[config.mk]
export PLATFORM = sky130hd
export DESIGN_NAME = jtframe_sdram_sched
export DESIGN_NICKNAME = d
export VERILOG_FILES = /design/src/rtl/jtframe_sdram_pkg.sv /design/src/rtl/jtframe_rr_arb4.sv /design/src/rtl/jtframe_sdram_sched.sv
export SDC_FILE = /design/constraint.sdc
export NUM_CORES = 1
export LEC_CHECK = 0
export BUFFER_PORTS_ARGS = -buffer_cell sky130_fd_sc_hd__buf_2
export CAP_MARGIN = 40
export CELL_PAD_IN_SITES_DETAIL_PLACEMENT = 1
export CELL_PAD_IN_SITES_GLOBAL_PLACEMENT = 2
export CORE_AREA = 2 2 114 116
export CTS_CLUSTER_SIZE = 10
export DETAILED_ROUTE_END_ITERATION = 7
export DIE_AREA = 0 0 116 118
export PLACE_DENSITY_LB_ADDON = 0.1
export SYNTH_ARGS = -nofsm -noshare
export SYNTH_HDL_FRONTEND = slang
export SYNTH_SLANG_ARGS = --single-unit
[constraint.sdc]
create_clock -name clk_rom -period 2.6 [get_ports clk_rom]
set_clock_uncertainty 0.15 [all_clocks]
set_input_delay 0.13 -clock clk_rom [delete_from_list [all_inputs] [get_ports clk_rom]]
set_output_delay 0.13 -clock clk_rom [all_outputs]
set_load 0.1 [all_outputs]
[src/rtl/jtframe_sdram_pkg.sv]
// Shared types for the SDRAM request scheduler: FSM states and request sources.
package jtframe_sdram_pkg;

  typedef enum logic [1:0] {
    IDLE,
    ISSUE,
    WAIT,
    REFRESH
  } state_t;

  typedef enum logic [2:0] {
    BA0,
    BA1,
    BA2,
    BA3,
    PROG
  } src_t;

  // Bits [3:0] map to the bank handshakes, bit 4 to the prog port
  function automatic logic [4:0] src_onehot(input src_t s);
    return 5'b00001 << s;
  endfunction

endpackage

[src/rtl/jtframe_rr_arb4.sv]
// Combinational 4-way round-robin pick, searching from last+1 upward.
module jtframe_rr_arb4 (
  input  logic [3:0] req,
  input  logic [1:0] last,
  output logic [1:0] gnt,
  output logic       any
);

  logic [1:0] idx;
  logic       found;

  always_comb begin
    gnt   = '0;
    found = 1'b0;
    idx   = '0;
    for (int unsigned i = 1; i <= 4; i++) begin
      idx = last + 2'(i);
      if (!found && req[idx]) begin
        gnt   = idx;
        found = 1'b1;
      end
    end
  end

  assign any = |req;

endmodule

[src/rtl/jtframe_sdram_sched.sv]
// Arbitrates four bank ports, the download port and periodic refresh onto one
// SDRAM engine command channel, one command in flight at a time.
module jtframe_sdram_sched
  import jtframe_sdram_pkg::*;
#(
  parameter int SDRAMW = 23,
  parameter int REFCNT = 750
) (
  input  logic              clk_rom,
  input  logic              rst,
  input  logic              prog_en,
  input  logic [SDRAMW-1:0] ba0_addr,
  input  logic [SDRAMW-1:0] ba1_addr,
  input  logic [SDRAMW-1:0] ba2_addr,
  input  logic [SDRAMW-1:0] ba3_addr,
  input  logic [3:0]        ba_rd,
  input  logic [3:0]        ba_wr,
  output logic [3:0]        ba_ack,
  output logic [3:0]        ba_dst,
  output logic [3:0]        ba_rdy,
  input  logic [SDRAMW-1:0] prog_addr,
  input  logic              prog_rd,
  input  logic              prog_we,
  output logic              prog_ack,
  output logic              prog_dst,
  output logic              prog_rdy,
  output logic              eng_req,
  output logic              eng_ref,
  output logic              eng_wr,
  output logic [1:0]        eng_ba,
  output logic [SDRAMW-1:0] eng_addr,
  input  logic              eng_ack,
  input  logic              eng_dst,
  input  logic              eng_done
);

  localparam logic [9:0] REF_TOP = 10'(REFCNT - 1);

  state_t            state, state_nx;
  src_t              src;
  logic [1:0]        last_grant;
  logic [9:0]        ref_cnt;
  logic              ref_pend, ref_acked;
  logic              ack_q, rdy_q;
  logic [3:0]        bank_req;
  logic [1:0]        gnt;
  logic              any;
  logic              prog_go;
  logic [SDRAMW-1:0] bank_addr;
  logic [4:0]        ack_oh, dst_oh, rdy_oh;
  logic              unused_wr;

  // Writes are only wired for bank 0
  assign bank_req  = ba_rd | {3'b000, ba_wr[0]};
  assign unused_wr = |ba_wr[3:1];
  assign prog_go   = prog_rd | prog_we;

  jtframe_rr_arb4 u_arb (
    .req  (bank_req),
    .last (last_grant),
    .gnt  (gnt),
    .any  (any)
  );

  always_comb begin
    unique case (gnt)
      2'd0:    bank_addr = ba0_addr;
      2'd1:    bank_addr = ba1_addr;
      2'd2:    bank_addr = ba2_addr;
      default: bank_addr = ba3_addr;
    endcase
  end

  always_comb begin
    state_nx = state;
    unique case (state)
      IDLE: begin
        if (ref_pend)                    state_nx = REFRESH;
        else if (prog_en ? prog_go : any) state_nx = ISSUE;
      end
      ISSUE:   if (eng_ack)               state_nx = WAIT;
      WAIT:    if (eng_done)              state_nx = IDLE;
      REFRESH: if (ref_acked && eng_done) state_nx = IDLE;
      default:                            state_nx = IDLE;
    endcase
    eng_req = (state == ISSUE) || (state == REFRESH && !ref_acked);
    eng_ref = (state == REFRESH);
    ack_oh  = ack_q ? src_onehot(src) : '0;
    rdy_oh  = rdy_q ? src_onehot(src) : '0;
    dst_oh  = (state == WAIT && eng_dst) ? src_onehot(src) : '0;
  end

  assign ba_ack   = ack_oh[3:0];
  assign ba_dst   = dst_oh[3:0];
  assign ba_rdy   = rdy_oh[3:0];
  assign prog_ack = ack_oh[4];
  assign prog_dst = dst_oh[4];
  assign prog_rdy = rdy_oh[4];

  always_ff @(posedge clk_rom) begin
    if (rst) begin
      state      <= IDLE;
      src        <= BA0;
      last_grant <= 2'd3;
      ref_cnt    <= '0;
      ref_pend   <= 1'b0;
      ref_acked  <= 1'b0;
      ack_q      <= 1'b0;
      rdy_q      <= 1'b0;
      eng_wr     <= 1'b0;
      eng_ba     <= '0;
      eng_addr   <= '0;
    end else begin
      state <= state_nx;
      ack_q <= (state == ISSUE) && eng_ack;
      rdy_q <= (state == WAIT) && eng_done;

      if (state == IDLE) begin
        ref_acked <= 1'b0;
        if (ref_pend) begin
          eng_wr <= 1'b0;
        end else if (prog_en) begin
          if (prog_go) begin
            src      <= PROG;
            eng_ba   <= '0;
            eng_wr   <= prog_we;
            eng_addr <= prog_addr;
          end
        end else if (any) begin
          src      <= src_t'({1'b0, gnt});
          eng_ba   <= gnt;
          eng_wr   <= (gnt == 2'd0) && ba_wr[0];
          eng_addr <= bank_addr;
        end
      end

      // Only the first ack of a refresh restarts the interval
      if (state == REFRESH && eng_ack && !ref_acked) begin
        ref_acked <= 1'b1;
        ref_cnt   <= '0;
        ref_pend  <= 1'b0;
      end else if (ref_cnt != REF_TOP) begin
        ref_cnt <= ref_cnt + 10'd1;
        if (ref_cnt + 10'd1 == REF_TOP) ref_pend <= 1'b1;
      end

      if (state == WAIT && eng_done && src != PROG) last_grant <= src[1:0];
    end
  end

endmodule

---- Word level (Yosys, flattened, before mapping) ----
Index checks and enable logic that the tools add are counted.
storage, ports and cells
  register bits ........................... 47
  input port bits ......................... 131
  output and inout bits ................... 43
  logic and storage cells ................. 106
cells by class
  add/subtract/negate cells ............... 4
  order comparisons ....................... 4
  equality and inequality tests ........... 14
  shifts and indexed selects .............. 1
  mux-type cells .......................... 41
  bitwise operators ....................... 3
  reductions and logical operators ........ 28
operator list
  kind                                                        count
  two-way mux 23 bit                                          3
  one-hot mux 23 bit (3 select lines)                         1
  two-way mux 2 bit                                           12
  two-way mux 5 bit                                           3
  two-way mux 1 bit                                           14
  logical AND 1 bit                                           12
  less-than comparator 2 x 3 -> 1 bit, second input constant  4
  adder 10 x 1 -> 10 bit, second input constant               1
  == test 10 bit, second input constant                       1
  inequality test 10 bit, second input constant               1
  two-way mux 3 bit                                           3
  binary-select mux 1 bit (select 2 bit)                      4
  one-hot mux 2 bit (4 select lines)                          1
  AND reduction 4 bit                                         2
  == test 2 bit, second input constant                        3
  inequality test 3 bit, second input constant                2
  left shift 1 x 3 -> 5 bit, first input constant             1
  adder 2 bit, second input constant                          2
  == test 2 x 1 -> 1 bit, second input constant               2
  zero test 1 bit                                             4
  zero test 2 bit                                             2
  inequality test 2 x 1 -> 1 bit, second input constant       2
  inequality test 2 bit, second input constant                2
  bitwise OR 4 x 1 -> 4 bit                                   1
  other kinds (11)                                            12

---- Depth between registers and ports, before layout ----
Gate-level depths: netlist (run 1).
  word-level depth ........................ 18
  mapped depth ............................ 7

---- By module ----
A second synthesis (run 1) with hierarchy kept.
second synthesis, totals
  cells, all modules ...................... 307
  area, all modules ....................... 2951.6 µm²
modules (own cells, without submodules)
  module               instances  cells an instance  area an instance (µm²)  sequential area each (µm²)
  jtframe_sdram_sched  1          293                2870.3                  900.9
  jtframe_rr_arb4      1          14                 81.3                    0.0

---- Worst setup path after synthesis (run 1) ----
OpenSTA, ideal clock, no wires.
  path type ............................... flip-flop to output port
  start point ............................. register state[1]
  end point ............................... output port ba_dst[0]
  arrival time ............................ 3.090 ns
  slack ................................... -0.770 ns
  stages on the path, launching flop included .. 5
  cell sequence ........................... dfxtp_1 clkbuf_1 nand2_1 or3_1 nor3_1
on the way
  cells in the longest elaborated chain, start to end .. 3
ends and longest elaborated chain
  what                      RTL line                    RTL
  start: declaration        jtframe_sdram_sched.sv:39   state_t state, state_nx;
  start signal: assignment  jtframe_sdram_sched.sv:114  state <= state_nx;
  == test 2 bit             jtframe_sdram_sched.sv:90   dst_oh = (state == WAIT && eng_dst) ? src_onehot(src) : '0;
  logical AND 1 bit         jtframe_sdram_sched.sv:90
  two-way mux 5 bit         jtframe_sdram_sched.sv:90
  end: declaration          jtframe_sdram_sched.sv:19   output logic [3:0] ba_dst,
Every way passes these cells.

---- Worst setup path in the final report (run 1) ----
  start point ............................. register last_grant[0]
  end point ............................... register eng_addr[22]
on the way
  cells in the longest elaborated chain, start to end .. 17
  elaborated cells on any way between the ends .. 30
ends and longest elaborated chain
  what                                         RTL line                    RTL
  start: declaration                           jtframe_sdram_sched.sv:41   logic [1:0] last_grant;
  start signal: assignment                     jtframe_sdram_sched.sv:147  if (state == WAIT && eng_done && src != PROG) last_grant <= src[1:0];
  adder 2 x 1 -> 2 bit                         jtframe_rr_arb4.sv:17       idx = last + 2'(i);
  binary-select mux 1 bit (select 2 bit)       jtframe_rr_arb4.sv:18       if (!found && req[idx]) begin
  two-way mux 1 bit (implied by the code)      jtframe_rr_arb4.sv:18
  two-way mux 1 bit                            jtframe_rr_arb4.sv:18
  zero test 1 bit                              jtframe_rr_arb4.sv:18
  logical AND 1 bit                            jtframe_rr_arb4.sv:18
  two-way mux 1 bit                            jtframe_rr_arb4.sv:18
  zero test 1 bit                              jtframe_rr_arb4.sv:18
  logical AND 1 bit                            jtframe_rr_arb4.sv:18
  two-way mux 1 bit                            jtframe_rr_arb4.sv:18
  zero test 1 bit                              jtframe_rr_arb4.sv:18
  logical AND 1 bit                            jtframe_rr_arb4.sv:18
  two-way mux 2 bit *                          jtframe_rr_arb4.sv:18
  == test 2 bit, or another cell as far along  jtframe_sdram_sched.sv:66   unique case (gnt)
  one-hot mux 23 bit (3 select lines) *        jtframe_sdram_sched.sv:66
  two-way mux 23 bit *                         jtframe_sdram_sched.sv:129  end else if (any) begin
  two-way mux 23 bit *                         jtframe_sdram_sched.sv:122  end else if (prog_en) begin
  end signal: assignment                       jtframe_sdram_sched.sv:127  eng_addr <= prog_addr;
  end signal: assignment                       jtframe_sdram_sched.sv:133  eng_addr <= bank_addr;
  end: declaration                             jtframe_sdram_sched.sv:31   output logic [SDRAMW-1:0] eng_addr,
Mark *: on every way between the ends. The rest lies on a longest branch, timed or not. The select of a mux whose other input is x is not followed.
A chain may end at the register's enable or synchronous reset.

==> results.json, run 1 <==
{
  "die_x_um": 116,
  "maximum_cell_stage_delay_along_the_critical_path_ps": 560,
  "row_count": 41,
  "global_route.usage.total_pct": 16.52,
  "netlist.area_leader.share_pct": 29.50,
  "tritoncts": "built",
  "drv.max_cap_violation_count": 0,
  "synth.distinct_cells": 45,
  "synthFlopType": "dfxtp_1",
  "finish.utilization_pct": 34.97,
  "synth-compound-area-share_pct": 21.79,
  "clk_pin_slew_ps": 70,
  "clk_root_buffer_cell": "clkbuf_16",
  "synth_fp_nets": 525,
  "timing.max_slew.rel_slack_pct": 64.51,
  "cts_buffer_depth": 2,
  "r2r_cells": 7,
  "hold_path.class": "in -> reg",
  "gpl.final_weighted_congestion": 0.7563,
  "cts_buffers": 5,
  "remaining_drc_errors": 0,
  "synthSimpleGateAreaFrac_pct": 24.05,
  "cts_num_sinks": 45,
  "setup_slack_ps": 267.6,
  "number_of_levels_the_h_tree_was_split_into": 2,
  "dr_wl_met2_mm": 5.427,
  "initial_core_util_pct": 24.60,
  "syn_avg_cell_area_um2": 7.811,
  "post-route-period-util_pct": 89.71,
  "yosysWarnings": 0,
  "met1_length_mm": 5.068,
  "postSynth.asyncResetShare_pct": 0,
  "via_per_inst": 4.825,
  "r2r-end": "eng_addr[22]$_SDFFE_PP0P_",
  "place_area_mm2": 0.004098,
  "synth_area_mm2": 0.003054,
  "routed_vias": 3527,
  "outcome": "complete, no violations",
  "finalCriticalPeriod_ps": 2332,
  "min_path_cells": 3,
  "cp_slowest_cell": "dlygate4sd3_1",
  "synth_top_family_by_area": "simple AND/OR/NAND/NOR gates",
  "timing.final.setup_violations": 0,
  "ys_seq_area_share_pct": 29.50,
  "post_synth_xor_area_fraction_pct": 2.294,
  "dr_wl_met3_um": 697,
  "finalWirelength_mm": 11.35,
  "cp_data_required_time_ps": 2620,
  "report.final.hold_viol_count": 0,
  "worstSkewPairLatency_ps": 290,
  "synthDominantAreaCellType": "dfxtp_1",
  "placeableCoreArea_mm2": 0.01241,
  "hpwlAfterDp_mm": 8.443,
  "min_to": "eng_addr[9]$_SDFFE_PP0P_",
  "route.top_layer_used": "met4",
  "rr_startpoint": "last_grant[0]$_SDFFE_PP1P_",
  "area_of_combinational_cells_with_multiple_inputs_mm2": 0.002017,
  "layout.area.seq_um2": 900.9,
  "synthAdderAreaFrac_pct": 1.229,
  "avgRoutedWirePerCell_um": 15.53,
  "synth.top_cells.by_area": "dfxtp_1 29%, mux2i_1 16%, a21oi_1 9.3%",
  "total_non_filler_cell_area_in_the_finished_layout_mm2": 0.004342,
  "timing.critical_path.to_type": "flip-flop",
  "powerDensity_mw_per_mm2": 573.1,
  "number_of_global_route_vias_before_repair": 3649,
  "total_die_area_mm2": 0.01369,
  "leakage_nw": 2.105,
  "area_growth_syn_to_layout_pct": 42.15,
  "grt_antenna_before_repair": 1,
  "layout.filler_cells": 1574,
  "synthCells": 391,
  "num-nets-final": 691,
  "critPathKind": "reg -> reg",
  "buffer_ports.inserted": 170,
  "critPathTopFamily": "buffers and inverters",
  "pin_count_of_the_biggest_net_entering_global_routing": 31,
  "report.final.slew_viol_count": 0,
  "synth.mux.area_fraction_pct": 15.73,
  "ff2ff_setup_slack_ps": 270,
  "cp.arrival_ps": 2350,
  "timing.critical_path.fanout_max": 30,
  "critical_path_buf_inv_count": 2,
  "measured_slew_at_the_worst_slew_check_pin_ps": 528.3,
  "height_of_the_die_um": 118,
  "globalRoute.totalOverflow": 0,
  "power_w": 0.002488,
  "place_worst_setup_slack_ps": 592.6,
  "drtPass1Iterations": 4,
  "ant_nets": 0,
  "critical_path.cell_chain": "nand2b_1, o32ai_1, nor3_2, buf_6, mux2i_1, dlygate4sd3_1, o221ai_1",
  "synth_seq_cells": 45,
  "hp-start": "ba3_addr[9]",
  "drive_above_1_share_pct": 36.74,
  "maxClockFrequency_ghz": 0.4288,
  "io-pin-count": 174,
  "synth_enable_flop_cells": 0,
  "finalSetupTns_ps": 0,
  "ir_drop_mv": 0.2407,
  "drt_first_iter_violations": 99,
  "worstSetupStartpointType": "flip-flop",
  "grt_setup_unrepaired": "no",
  "grt_pass1_wl_mm": 17.97
}
-- per-stage QoR --
step,hold slack [ps],instances
floorplan,84.82,391
global placement,283.4,714
detailed placement,292.1,714
CTS,0.4219,729
global route,6.943,731
finish,2.046,731
-- what timing repair did --
item	in CTS	in global routing
hold endpoints to repair	6	1
resized for setup	0	1
hold buffers	7	1
setup endpoints to repair	0	1
buffers inserted	0	0
-- worst register-to-register path: stages, from the launching register on --
cell and delay (ps):
dfxtp_1 370, nand2b_1 150, o32ai_1 100, nor3_2 170, buf_6 350, mux2i_1 260
dlygate4sd3_1 560, o221ai_1 100
-- cell type report --
| cell class | count | share of cell area, % |
|---|---|---|
| timing repair buffer | 187 | 23.37 |
| tap | 172 | 4.957 |
| multi-input combinational | 309 | 46.46 |
| inverter | 9 | 0.7781 |
| antenna | 1 | 0.05764 |
| sequential | 45 | 20.75 |
| clock buffer | 7 | 3.516 |
| clock inverter | 1 | 0.1153 |
-- Yosys cell counts (2+ instances only) --
master	instances
xnor2_1	7
a21boi_0	2
a21oi_1	57
nor3_1	12
or3_1	4
nand2b_1	7
and2_1	2
mux2i_1	48
nor2_1	30
clkbuf_1	17
inv_1	9
dfxtp_1	45
o221ai_1	23
ha_1	3
o31ai_1	3
a31oi_1	2
nor3b_1	4
nand2_1	43
a221o_1	2
buf_4	5
o21ai_0	6
and3_1	3
buf_2	6
nand3_1	30
-- how the worst max path moves through the flow --
stage                          startpoint                         to  slack, ps  depth (start not counted)
2_1_floorplan         src[1]$_SDFFE_PP0P_                  ba_ack[0]       -250                          2
3_3_place_gp                     ba_rd[1]   eng_addr[8]$_SDFFE_PP0P_        620                          7
3_5_place_dp   last_grant[0]$_SDFFE_PP1P_  eng_addr[16]$_SDFFE_PP0P_        590                          6
4_1_cts        last_grant[0]$_SDFFE_PP1P_  eng_addr[22]$_SDFFE_PP0P_        170                          7
5_1_grt        last_grant[0]$_SDFFE_PP1P_  eng_addr[22]$_SDFFE_PP0P_        100                          7
6_report       last_grant[0]$_SDFFE_PP1P_  eng_addr[22]$_SDFFE_PP0P_        270                          7
-- cell usage in the layout (no fill, tap or decap), types with 5 or more instances in the layout --
master         instances
nand2_1               43
dlygate4sd3_1          8
o221ai_1              23
clkbuf_16              5
nor3_1                 9
mux2i_1               48
nand2b_1               7
buf_4                  7
inv_1                  9
nor2_1                26
buf_2                170
nand3_1               30
xnor2_1                7
a21oi_1               56
dfxtp_1               45
o21ai_0                6
-- metal layers --
| layer | vias to the layer above | global-route usage [%] |
|---|---|---|
| met3 | 8 | 3.862 |
| met5 | - | 0 |
| met4 | 0 | 4.018 |
| met1 | 1649 | 20.26 |
| met2 | 105 | 28.84 |
| li1 | 1765 | - |
-- registers in the layout, indices dropped and copies added, names as in the netlist --
name and cells:
ref_pend 1, ref_cnt 10, last_grant 2, src 2, ref_acked 1, eng_wr 1
rdy_q 1, eng_ba 1, eng_addr 23, state 2, ack_q 1
-- kinds of logic (layout without fill, tap and decap cells) --
| logic type | count (synthesis) | in the layout |
|---|---|---|
| simple gates | 146 | 146 |
| compound gates | 104 | 104 |
| mux | 48 | 48 |
| flops | 45 | 45 |
| buf+inv | 37 | 204 |
| xor+xnor | 8 | 8 |
| fa+ha+maj | 3 | 3 |
| other cells | 0 | 1 |
-- where the power goes --
group	switching, W	total [W]	internal [W]
sequential	0.0000605	0.000816	0.000756
combinational	0.000708	0.000981	0.000273
clock	0.000283	0.000691	0.000408
total	0.00105	0.00249	0.00144
Power figures use the tool's default switching activity.
==> inputs of run 2 (changes only) <==
Settings changed: SETUP_SLACK_MARGIN set to 0.3.
==> run 2 against run 1 <==
  * Sequential share of layout area is 0.27 points higher
  * Global-route usage rose by 0.065 points
  * Die area unchanged
  * Total power is 0.48% lower
  * Setup slack improved by 220 ps
  * First-iteration DRC count increased by 56%
==> results.json, run 2 (synthesized netlist as in run 1, its figures left out) <==
{
  "tritoncts": "built",
  "placeableCoreArea_mm2": 0.01241,
  "hold_path.class": "in -> reg",
  "finish.utilization_pct": 34.57,
  "hpwlAfterDp_mm": 8.642,
  "worstSetupStartpointType": "flip-flop",
  "num-nets-final": 685,
  "report.final.slew_viol_count": 0,
  "place_worst_setup_slack_ps": 518.8,
  "final_cell_mix": "167 x buf_2, 56 x a21oi_1, 48 x mux2i_1",
  "finalCriticalPeriod_ps": 2114,
  "cts_buffers": 5,
  "io-pin-count": 174,
  "globalRoute.totalOverflow": 0,
  "remaining_drc_errors": 0,
  "total_die_area_mm2": 0.01369,
  "cp_num_cells": 4,
  "clk_root_buffer_cell": "clkbuf_16",
  "critical_path.cell_chain": "nand2_1, or3_1, nor2_2, buf_2",
  "buffer_ports.inserted": 170,
  "routed_vias": 3505,
  "finalWirelength_mm": 11.51,
  "finalSetupTns_ps": 0,
  "grt_pass1_wl_mm": 18.23,
  "r2r-end": "eng_addr[16]$_SDFFE_PP0P_",
  "pin_count_of_the_biggest_net_entering_global_routing": 31,
  "timing.critical_path.fanout_max": 10,
  "leakage_nw": 2.077,
  "setup_slack_ps": 485.9,
  "critPathTopFamily": "simple AND/OR/NAND/NOR gates",
  "largest_register_ffs": 23,
  "ir_drop_mv": 0.2501,
  "timing.final.setup_violations": 0,
  "critPathKind": "reg -> out",
  "drv.max_cap_violation_count": 0,
  "row_count": 41,
  "antenna-diode-count": 0,
  "area_growth_syn_to_layout_pct": 40.52,
  "r2r_cells": 6,
  "cp_data_required_time_ps": 2320,
  "grt_antenna_before_repair": 0,
  "report.final.hold_viol_count": 0,
  "cp_slowest_cell": "dfxtp_2",
  "rr_startpoint": "last_grant[0]$_SDFFE_PP1P_",
  "drive_above_1_share_pct": 37.50,
  "grt_setup_unrepaired": "no",
  "place_area_mm2": 0.004095,
  "number_of_global_route_vias_before_repair": 3620,
  "cts_num_sinks": 45,
  "gpl.final_weighted_congestion": 0.7657,
  "worstSkewPairLatency_ps": 280,
  "height_of_the_die_um": 118,
  "drt_first_iter_violations": 154,
  "die_x_um": 116,
  "cts_buffer_depth": 2,
  "worst_setup_path_end": "ba_dst[1]",
  "timing.critical_path.to_type": "primary output",
  "avgRoutedWirePerCell_um": 15.90,
  "global_route.usage.total_pct": 16.58,
  "registers.top_by_ff_count": "eng_addr",
  "critical_path_buf_inv_count": 1,
  "outcome": "complete, no violations",
  "ff2ff_setup_slack_ps": 590,
  "maximum_cell_stage_delay_along_the_critical_path_ps": 460,
  "powerDensity_mw_per_mm2": 577.0,
  "clk_pin_slew_ps": 60,
  "timing.max_slew.rel_slack_pct": 65.52,
  "post-route-period-util_pct": 81.31,
  "number_of_levels_the_h_tree_was_split_into": 2,
  "layout.filler_cells": 1567,
  "startpoint": "state[1]$_SDFFE_PP0P_",
  "cts_setup_buffers": 0,
  "maxClockFrequency_ghz": 0.4730,
  "ant_nets": 0,
  "initial_core_util_pct": 24.60,
  "total_non_filler_cell_area_in_the_finished_layout_mm2": 0.004292,
  "layout.cells.most_common": "buf_2",
  "measured_slew_at_the_worst_slew_check_pin_ps": 517.2,
  "drtPass1Iterations": 4,
  "cp.arrival_ps": 1830,
  "via_per_inst": 4.841,
  "reg.largest.list": "eng_addr x23, ref_cnt x10"
}
run 2: worst min-delay path by stage:
stage	start	endpoint	slack [ps]	cells past startpoint
final	ba3_addr[10]	eng_addr[10]$_SDFFE_PP0P_	0.06	3
after global placement	eng_done	rdy_q$_SDFF_PP0_	280	3
after global routing	ba3_addr[18]	eng_addr[18]$_SDFFE_PP0P_	20	3
after CTS	ba3_addr[10]	eng_addr[10]$_SDFFE_PP0P_	1	3
after detailed placement	eng_done	rdy_q$_SDFF_PP0_	280	3
after floorplan	rst	last_grant[0]$_SDFFE_PP1P_	80	1
run 2: metal layers:
layer  vias to the layer above  global-route usage [%]  part of all wire (%)  routed length (um)
met5                         -                       0                     0                   0
li1                       1748                       -                     -                   -
met2                        99                   28.65                    50                5699
met1                      1651                   21.24                    44                5055
met3                         7                   3.193                   5.6                 648
met4                         0                   3.497                  0.92                 106
run 2: through the flow:
stage / std cells / hold slack [ps] / total power [W]
2_1_floorplan: 391 / 84.82 / 0.001549
3_3_place_gp: 713 / 280.2 / 0.001803
3_5_place_dp: 713 / 281.9 / 0.001815
4_1_cts: 724 / 1.199 / 0.002521
5_1_grt: 724 / 17.05 / 0.002613
6_report: 724 / 0.06123 / 0.002476
run 2: where the power goes:
part	total, W	switching (W)	internal (W)
combinational	0.000971	0.000706	0.000265
sequential	0.000821	0.0000653	0.000756
clock	0.000684	0.000276	0.000408
total	0.00248	0.00105	0.00143
run 2: layout make-up:
| type | count | area (um2) | area share (%) |
|---|---|---|---|
| Multi-Input combinational cell | 309 | 2022 | 47.11 |
| Timing Repair Buffer | 181 | 960.9 | 22.39 |
| Sequential cell | 45 | 902.1 | 21.02 |
| Tap cell | 172 | 215.2 | 5.015 |
| Clock buffer | 7 | 152.6 | 3.557 |
| Inverter | 9 | 33.78 | 0.7872 |
| Clock inverter | 1 | 5.005 | 0.1166 |
run 2: worst register-to-register path: stages, from the launching register on:
cell and delay, ps:
dfxtp_1 380, nand2b_1 150, o32ai_1 100, nor3_2 150, buf_4 450, mux2i_1 360
o221ai_1 140
run 2: what timing repair did:
action | 4_1_cts | 5_1_grt
gates resized for setup | 0 | 4
endpoints found under the hold margin | 3 | 0
setup endpoints to repair | 0 | 4
hold buffers | 3 | 0
==> inputs of run 3 (changes only) <==
Settings changed: ABC_AREA set to 1, CORE_AREA 2 2 114 116 to 2 2 134 136, DIE_AREA 0 0 116 118 to 0 0 136 138.
Clock period 2.6 ns to 1.9 ns, I/O delays scaled along.
==> run 3 against run 2 <==
  * Via count grew 30%
  * Flip-flop and latch count is the same
  * Critical path type is now reg -> reg
  * The run now ends with setup timing left
  * Hold slack gained 0.55 ps
  * Count of clock-buffer cells in the layout shrank 2
  * Highest routed layer unchanged
  * Critical endpoint is now eng_addr[12]$_SDFFE_PP0P_
  * Combinational power grew to 3.1 times the previous value
  * Total power grew 110%
==> results.json, run 3 <==
{
  "outcome": "complete, but fails checks",
  "violated_checks": "setup timing",
  "report.final.slew_viol_count": 0,
  "gpl.final_weighted_congestion": 0.7640,
  "sequentialPowerShare_pct": 21.8,
  "global_route.usage.total_pct": 18.04,
  "min_to": "eng_addr[11]$_SDFFE_PP0P_",
  "ant_nets": 0,
  "powerDensity_mw_per_mm2": 799.5,
  "remaining_drc_errors": 0,
  "synth.most_common_cell": "nand2_1",
  "drtPass1Iterations": 4,
  "synth.top_cells.by_area": "dfxtp_1 26%, nand2_1 15%, nand3_1 6.9%",
  "ys_top_cells_by_count": "138 x nand2_1, 47 x nand3_1, 45 x dfxtp_1",
  "min_path_cells": 3,
  "grt_pass1_wl_mm": 26.63,
  "internal_power_w": 0.002819,
  "hp-start": "prog_addr[11]",
  "maximum_cell_stage_delay_along_the_critical_path_ps": 370,
  "crit_top_cell": "nand2_2",
  "final_cell_mix": "153 x buf_2, 111 x nand2_1, 41 x buf_4",
  "worstSetupStartpointType": "flip-flop",
  "avgRoutedWirePerCell_um": 17.26,
  "number_of_global_route_vias_before_repair": 4966,
  "switching_power_summed_over_all_nets_w": 0.002417,
  "timing.final.setup_violations": 24,
  "finalHoldWorstSlack_ps": 0.6130,
  "post-route-period-util_pct": 113.4,
  "layout.cells.non_filler": 1014,
  "initial_core_util_pct": 19.39,
  "via_per_inst": 4.511,
  "grt_antenna_before_repair": 0,
  "synth_seq_cells": 45,
  "synthCells": 525,
  "worstSkewPairLatency_ps": 300,
  "r2r-end": "eng_addr[12]$_SDFFE_PP0P_",
  "finalWirelength_mm": 17.50,
  "clk_pin_slew_ps": 70,
  "ff2ff_setup_slack_ps": -250,
  "globalRoute.totalOverflow": 0,
  "synth_fp_nets": 659,
  "critical_path.cell_chain": "buf_8, o21ai_4, nand2_2, nand2_4, nand2_2, nand2_2, nand2_2, nand2_4, nand2_8, buf_12, buf_6, buf_6, nand3_2, nand3_2, nand2_1, a21oi_1",
  "cp_data_required_time_ps": 1930,
  "buffer_ports.inserted": 170,
  "cts_buffers": 5,
  "place_worst_setup_slack_ps": -432.5,
  "synthFlopType": "dfxtp_1",
  "critical_path_buf_inv_count": 4,
  "height_of_the_die_um": 138,
  "drt_first_iter_violations": 129,
  "r2r_cells": 16,
  "critPathTopFamily": "simple AND/OR/NAND/NOR gates",
  "placeableCoreArea_mm2": 0.01753,
  "measured_slew_at_the_worst_slew_check_pin_ps": 509.8,
  "num-nets-final": 918,
  "switching_share_pct": 46.16,
  "cp_slowest_cell": "dfxtp_4",
  "cts_buffer_depth": 2,
  "finalCriticalPeriod_ps": 2154,
  "finish.utilization_pct": 37.35,
  "placed_cell_count": 934,
  "ys_seq_area_share_pct": 26.49,
  "timing.critical_path.to_type": "flip-flop",
  "routed_vias": 4574,
  "total_die_area_mm2": 0.01877,
  "io-pin-count": 174,
  "timing.max_slew.rel_slack_pct": 66.25,
  "reg.largest.list": "eng_addr x23, ref_cnt x10",
  "hold_path.class": "in -> reg",
  "number_of_levels_the_h_tree_was_split_into": 2,
  "report.final.hold_viol_count": 0,
  "postSynth.asyncResetShare_pct": 0,
  "timing.critical_path.fanout_max": 7,
  "grt.met2_usage_pct": 32.19,
  "tritoncts": "built",
  "largest_register_ffs": 23,
  "ir_drop_mv": 0.3682,
  "setup_slack_ps": -254.0,
  "power.share.combinational_pct": 57.7,
  "die_x_um": 136,
  "syn_avg_cell_area_um2": 6.478,
  "layout.filler_cells": 2146,
  "synth.distinct_cells": 37,
  "power.share.clock_pct": 20.5,
  "gr-usage-met1_pct": 22.00,
  "drive_above_1_share_pct": 51.85,
  "maxClockFrequency_ghz": 0.4642,
  "yosysWarnings": 0,
  "leakage_nw": 2.992,
  "netlist.area_leader.share_pct": 26.49,
  "met3_usage_pct": 3.777,
  "gr-max-usage-layer": "met2",
  "synth_enable_flop_cells": 0,
  "critPathKind": "reg -> reg",
  "antenna-diode-count": 0,
  "clk_root_buffer_cell": "clkbuf_16",
  "drv.max_cap_violation_count": 0,
  "rr_startpoint": "last_grant[0]$_SDFFE_PP1P_",
  "pin_count_of_the_biggest_net_entering_global_routing": 32,
  "row_count": 49,
  "cp.arrival_ps": 2180,
  "cts_num_sinks": 45,
  "grt_setup_unrepaired": "yes",
  "registers.top_by_ff_count": "eng_addr",
  "synthDominantAreaCellType": "dfxtp_1",
  "hpwlAfterDp_mm": 12.38,
  "area_growth_syn_to_layout_pct": 92.57,
  "synth_area_mm2": 0.003401,
  "layout.cells.most_common": "buf_2",
  "finalSetupTns_ps": -4741
}
==> run 3: cell count changes in the layout (fill, tap and decap cells not counted), moves of 27 or more <==
cell / delta
buf_6: +27
mux2i_1: -48
nand3b_1: +30
nand2_2: +28
buf_4: +34
nand2_1: +68
dlygate4sd3_1: +27
a21oi_1: -30
==> run 3: area by class of cell <==
| type | count | area (um2) | area share, % |
|---|---|---|---|
| Clock buffer | 5 | 125.1 | 1.911 |
| Clock inverter | 3 | 46.29 | 0.7069 |
| Inverter | 54 | 217.7 | 3.324 |
| Multi-Input combinational cell | 396 | 2665 | 40.70 |
| Sequential cell | 45 | 922.1 | 14.08 |
| Tap cell | 229 | 286.5 | 4.375 |
| Timing Repair Buffer | 282 | 2286 | 34.91 |
==> run 3: kinds of logic (layout without fill, tap and decap cells) <==
logic type	Yosys count	after routing	synth area share, %
fa+ha+maj	3	3	1.104
compound gates	86	86	15.12
flops	45	45	26.49
simple gates	300	301	43.67
buf+inv	85	344	12.07
xor+xnor	6	6	1.545
==> run 3: metrics by stage <==
step	power, W	cell area, um2
2_1_floorplan	0.002798	3515
3_3_place_gp	0.003483	4821
3_5_place_dp	0.003500	4821
4_1_cts	0.005070	6075
5_1_grt	0.005544	6549
6_report	0.005236	6549
==> run 3: metal layers <==
metal	up-vias	routed length, um
met1	2162	7334
met4	0	226
li1	2276	-
met3	13	891
met5	-	0
met2	123	9045
==> run 3: timing repair <==
| item | in CTS | in global routing |
|---|---|---|
| pin swaps | 33 | 53 |
| setup buffers | 27 | 10 |
| hold endpoints to repair | 27 | 0 |
| endpoints found under the setup margin | 47 | 48 |
| hold buffers | 30 | 0 |
| cloned | 3 | 2 |
| gates resized for setup | 149 | 85 |
==> run 3: worst max-delay path by stage <==
stage / endpoint / depth (start not counted) / startpoint / slack [ps]
floorplan: ba_dst[0] / 3 / state[1]$_SDFFE_PP0P_ / -240
global placement: eng_addr[16]$_SDFFE_PP0P_ / 13 / last_grant[0]$_SDFFE_PP1P_ / -330
detailed placement: eng_addr[10]$_SDFFE_PP0P_ / 14 / last_grant[0]$_SDFFE_PP1P_ / -430
CTS: eng_addr[12]$_SDFFE_PP0P_ / 16 / last_grant[0]$_SDFFE_PP1P_ / -250
global route: eng_addr[13]$_SDFFE_PP0P_ / 14 / last_grant[0]$_SDFFE_PP1P_ / -380
finish: eng_addr[12]$_SDFFE_PP0P_ / 16 / last_grant[0]$_SDFFE_PP1P_ / -250
==> run 3: worst register-to-register path: cells and delay by family, from the launching register on <==
| family | cells | cell delay [ps] |
|---|---|---|
| and+or+nand+nor | 10 | 740 |
| buffers and inverters | 4 | 550 |
| DFF | 1 | 370 |
| AOI/OAI and AO/OA | 2 | 220 |
==> run 3: power groups by stage <==
stage | logic (W) | registers (W) | clock network (W)
floorplan | 0.00110 | 0.00170 | 0
global placement | 0.00233 | 0.00115 | 0
detailed placement | 0.00235 | 0.00115 | 0
CTS | 0.00282 | 0.00114 | 0.00111
global route | 0.00325 | 0.00116 | 0.00114
finish | 0.00302 | 0.00114 | 0.00107
